$ cat src/rtl/pipe_chain.sv
// Elastic chain of DEPTH valid/data register stages with flush and sync active-low reset.
// Optional macro PIPE_CHAIN_BUBBLE_COLLAPSE_EN: per-stage advance so empty stages fill while the output stalls.

module pipe_chain_stage #(
    parameter int WIDTH = 32
) (
    input  logic             clk,
    input  logic             rst_n,
    input  logic             flush,
    input  logic             adv,
    input  logic             prev_valid,
    input  logic [WIDTH-1:0] prev_data,
    output logic             valid,
    output logic [WIDTH-1:0] data
);
    always_ff @(posedge clk) begin
        if (!rst_n) begin
            valid <= 1'b0;
            data  <= '0;
        end else begin
            if (flush)
                valid <= 1'b0;
            else if (adv)
                valid <= prev_valid;
            // data is don't-care once invalid, so flush only drops the valid bit
            if (adv && !flush)
                data <= prev_data;
        end
    end
endmodule

module pipe_chain #(
    parameter int WIDTH = 32,
    parameter int DEPTH = 4
) (
    input  logic             clk_i,
    input  logic             rst_i,
    input  logic             in_valid_i,
    output logic             in_ready_o,
    input  logic [WIDTH-1:0] in_data_i,
    output logic             out_valid_o,
    input  logic             out_ready_i,
    output logic [WIDTH-1:0] out_data_o,
    input  logic             flush_i,
    output logic [4:0]       count_o
);
    logic [DEPTH-1:0]            valid;
    logic [DEPTH-1:0]            adv;
    logic [DEPTH-1:0]            prev_valid;
    logic [DEPTH-1:0][WIDTH-1:0] data;
    logic [DEPTH-1:0][WIDTH-1:0] prev_data;
    logic [4:0]                  count;

    assign adv[DEPTH-1] = !valid[DEPTH-1] | out_ready_i;

    generate
        for (genvar k = 0; k < DEPTH-1; k++) begin : g_adv
`ifdef PIPE_CHAIN_BUBBLE_COLLAPSE_EN
            assign adv[k] = !valid[k] | adv[k+1];
`else
            assign adv[k] = adv[DEPTH-1];
`endif
        end

        for (genvar k = 0; k < DEPTH; k++) begin : g_stage
            if (k == 0) begin : g_first
                assign prev_valid[k] = in_valid_i;
                assign prev_data[k]  = in_data_i;
            end else begin : g_rest
                assign prev_valid[k] = valid[k-1];
                assign prev_data[k]  = data[k-1];
            end

            pipe_chain_stage #(.WIDTH(WIDTH)) u_stage (
                .clk        (clk_i),
                .rst_n      (rst_i),
                .flush      (flush_i),
                .adv        (adv[k]),
                .prev_valid (prev_valid[k]),
                .prev_data  (prev_data[k]),
                .valid      (valid[k]),
                .data       (data[k])
            );
        end
    endgenerate

    always_comb begin
        count = '0;
        for (int k = 0; k < DEPTH; k++)
            count = count + 5'(valid[k]);
    end

    // handshakes are masked during reset/flush so nothing transfers on a discarding edge
    assign in_ready_o  = adv[0] & rst_i & !flush_i;
    assign out_valid_o = valid[DEPTH-1] & rst_i & !flush_i;
    assign out_data_o  = data[DEPTH-1];
    assign count_o     = count;
endmodule

$ cat config.mk
export PLATFORM = sky130hd
export DESIGN_NAME = pipe_chain
export DESIGN_NICKNAME = d
export VERILOG_FILES = /design/src/rtl/pipe_chain.sv
export SDC_FILE = /design/constraint.sdc
export NUM_CORES = 1
export LEC_CHECK = 0
export CORE_MARGIN = 2
export CORE_UTILIZATION = 45
export CTS_CLUSTER_SIZE = 16
export DETAILED_ROUTE_END_ITERATION = 8
export DONT_BUFFER_PORTS = 1
export GPL_TIMING_DRIVEN = 0
export PLACE_DENSITY = 0.6
export SETUP_SLACK_MARGIN = 0.1
export SYNTH_ARGS = -nofsm -noshare
export SYNTH_HDL_FRONTEND = slang
export SYNTH_SLANG_ARGS = --single-unit
$ cat constraint.sdc
create_clock -name clk_i -period 2.26 [get_ports clk_i]
set_clock_uncertainty 0.15 [all_clocks]
set_input_delay 0.565 -clock clk_i [delete_from_list [all_inputs] [get_ports clk_i]]
set_output_delay 0.565 -clock clk_i [all_outputs]
set_load 0.01 [all_outputs]
==> flow_summary.json <==
{
  "outcome": "complete, but fails checks",
  "failed_checks": "negative setup slack",
  "dr.pass1.iters": 4,
  "antenna_cells_inserted": 0,
  "yosysSeqAreaShare_pct": 50.0,
  "cts_htree_levels": 4,
  "core-area_sq_mm": 0.0115,
  "fillerInstances": 1048,
  "p_leak_uw": 0.00270,
  "clkTransAtPathRegs_ns": 0.05,
  "finalHoldViolations": 0,
  "drt_first_iter_violations": 89,
  "tritoncts_num_sinks": 132,
  "synth_cells": 509,
  "worstSkewPairLatency_ns": 0.41,
  "synth.distinct_cells": 16,
  "place_area_sq_mm": 0.00547,
  "critical_path_required_ns": 1.54,
  "cp-start-kind": "flop",
  "maxSlewViolCount": 0,
  "largest_net_degree_at_the_start_of_global_routing": 17,
  "multi_input_area_sq_mm": 0.00206,
  "report.power.total_uw": 5290,
  "critPathCaptureType": "primary output",
  "post_cts_hold_buffer_count": 0,
  "critical_path.max_stage_delay_ns": 0.54,
  "hold_class": "in -> reg",
  "ys.warnings.count": 0,
  "post-dp-hpwl_mm": 6.85,
  "ant_nets": 0,
  "fmax_mhz": 399,
  "worstSetupPathType": "reg -> out",
  "post-route-drc-count": 0,
  "synth_commonest_cells": "sky130_fd_sc_hd__nand2_1 (160), sky130_fd_sc_hd__dfxtp_1 (132), sky130_fd_sc_hd__mux2i_1 (131)",
  "grt_antenna_before_repair": 0,
  "maxcap_viol_count": 0,
  "cts-buffers-inserted": 17,
  "cellPowerDensity_mw_per_mm2": 871,
  "final_nets": 571,
  "yosys.area.top_type": "sky130_fd_sc_hd__dfxtp_1",
  "synth_edf_count": 0,
  "initial_utilization_pct": 46.1,
  "wl_per_cell_microns": 14.6,
  "grt_pass1_wl_mm": 16.7,
  "timing.critical_path.arrival_ns": 1.79,
  "period_needed_ns": 2.51,
  "max_slew_margin_pct": 64.6,
  "postRouteWirelength_mm": 10.0,
  "cts_tree": "built",
  "timing.final.setup_violations": 3,
  "dieWidth_microns": 112,
  "regArea_sq_mm": 0.00265,
  "core.rowCount": 39,
  "synth_flop_cell": "sky130_fd_sc_hd__dfxtp_1",
  "netlist.area_leader.share_pct": 50.0,
  "mean_cell_area_of_the_mapped_netlist_sq_um": 10.4,
  "max_slew.worst_pin.slew_ns": 0.531,
  "ys_top_cells_by_area": "sky130_fd_sc_hd__dfxtp_1 (50%), sky130_fd_sc_hd__mux2i_1 (25%), sky130_fd_sc_hd__nand2_1 (11%), sky130_fd_sc_hd__buf_4 (4.8%), sky130_fd_sc_hd__buf_12 (4.2%)",
  "numPortBuffers": 0,
  "post-route-cell-area_sq_mm": 0.00607,
  "clock_path_buffers": 2,
  "yosysMostFrequentCell": "sky130_fd_sc_hd__nand2_1",
  "vdd_drop_max_mv": 0.758,
  "grt.overflow.total": 0,
  "post_drt_via_cell_ratio": 4.79,
  "die_height_microns": 112,
  "critical_path_peak_fanout": 2,
  "synth.ff_latch_count": 132,
  "post_synth_instance_area_sq_mm": 0.00529,
  "syn2layout_area_growth_pct": 14.7,
  "rsz0062_at_grt": "yes",
  "drive_gt1_share_pct": 17.5,
  "finalWeightedCongestion": 0.756,
  "layout_setup_ws_ns": -0.249,
  "vias": 3280,
  "grt_usage_pct": 17.0,
  "vias_in_the_first_global_route": 3347,
  "io-pin-count": 76,
  "critPathSlowestCell": "sky130_fd_sc_hd__fa_1",
  "cts-root-buf": "sky130_fd_sc_hd__clkbuf_16",
  "floorplan.die_area_sq_mm": 0.0126,
  "final.period_utilization_pct": 111,
  "critical_path_cell_sequence": "inv_2 -> fa_1 -> inv_2 -> ha_4 -> ha_4",
  "async_flop_share_pct": 0
}
==> worst paths after layout <==
path                                                          startpoint                                       end  slack (ns)  cells after the start
worst max register to register     g_stage[3].u_stage.valid$_SDFFE_PP0P_  g_stage[3].u_stage.data[17]$_SDFFE_PN0P_        0.79                      6
worst min register to register  g_stage[3].u_stage.data[25]$_SDFFE_PN0P_  g_stage[3].u_stage.data[25]$_SDFFE_PN0P_        0.30                      2
worst max-delay path               g_stage[1].u_stage.valid$_SDFFE_PP0P_                                count_o[1]       -0.25                      5
worst min-delay path                                       in_data_i[22]  g_stage[0].u_stage.data[22]$_SDFFE_PN0P_        0.14                      2
==> per-layer routing <==
metal	global-route usage, %	part of all wire (%)	wire [microns]
met5	0	0	0
met1	20.1	45	4500
met2	28.4	48	4860
met4	7.24	2.2	220
met3	5.78	4.5	449
==> final cells by class <==
class / count / share of cell area, %
clock buffer: 26 / 8.23
tap: 143 / 2.95
timing repair buffer: 2 / 0.247
sequential: 132 / 43.6
clock inverter: 4 / 0.784
inverter: 5 / 0.309
buffer: 67 / 9.92
multi-input combinational: 306 / 34.0
==> flip-flops by register name (all words and copies together), names as in the netlist <==
signal                 count
g_stage.u_stage.valid      4
g_stage.u_stage.data     128
==> power by group <==
| group | leakage, uW | internal, uW | switching (uW) |
|---|---|---|---|
| registers | 0.00107 | 2400 | 19.0 |
| clock network | 0.000266 | 1610 | 930 |
| logic | 0.00136 | 145 | 180 |
==> kinds of logic (layout without fill, tap and decap cells) <==
family | after synthesis | count (layout) | synth area share [%]
buffers and inverters | 72 | 104 | 11.7
and+or+nand+nor | 170 | 170 | 12.6
adders and majority gates | 3 | 3 | 0.852
other | 1 | 2 | 0.0709
DFF | 132 | 132 | 50.0
muxes | 131 | 131 | 24.8
==> worst max-delay path, delay by kind of cell (launching register included) <==
kind / cells / cell delay, ns
DFF: 1 / 0.33
buffers and inverters: 2 / 0.09
adders and majority gates: 3 / 0.96
==> metrics by stage <==
step | hold WS [ns] | TNS, ns | setup WS [ns] | util, % | std cells
2_1_floorplan | 0.285 | 0 | 0.140 | - | 510
3_3_place_gp | 0.294 | 0 | 0.0707 | 47.7 | 653
3_5_place_dp | 0.298 | 0 | 0.0459 | 47.7 | 653
4_1_cts | 0.122 | -0.523 | -0.259 | 52.9 | 685
5_1_grt | 0.121 | -0.656 | -0.303 | 52.9 | 685
6_report | 0.138 | -0.494 | -0.249 | 52.9 | 685
==> what timing repair did <==
item / 4_1_cts / 5_1_grt
pin swaps: 2 / 0
buffers inserted: 2 / 0
resized for setup: 8 / 2
setup endpoints to repair: 5 / 4
==> cells in the final DEF, fill, tap and decap left out <==
cell,instances
sky130_fd_sc_hd__buf_12,11
sky130_fd_sc_hd__buf_2,8
sky130_fd_sc_hd__buf_4,37
sky130_fd_sc_hd__buf_6,4
sky130_fd_sc_hd__bufinv_16,1
sky130_fd_sc_hd__clkbuf_1,14
sky130_fd_sc_hd__clkbuf_16,17
sky130_fd_sc_hd__clkbuf_8,4
sky130_fd_sc_hd__clkinv_2,2
sky130_fd_sc_hd__clkinvlp_4,1
sky130_fd_sc_hd__conb_1,2
sky130_fd_sc_hd__dfxtp_1,130
sky130_fd_sc_hd__dfxtp_2,2
sky130_fd_sc_hd__fa_1,1
sky130_fd_sc_hd__ha_4,2
sky130_fd_sc_hd__inv_1,3
sky130_fd_sc_hd__inv_2,2
sky130_fd_sc_hd__mux2i_1,131
sky130_fd_sc_hd__nand2_1,160
sky130_fd_sc_hd__nand2b_1,1
sky130_fd_sc_hd__nor2_1,5
sky130_fd_sc_hd__nor2_2,2
sky130_fd_sc_hd__nor2_8,1
sky130_fd_sc_hd__nor2b_4,1
(Power assumes the default switching activity.)
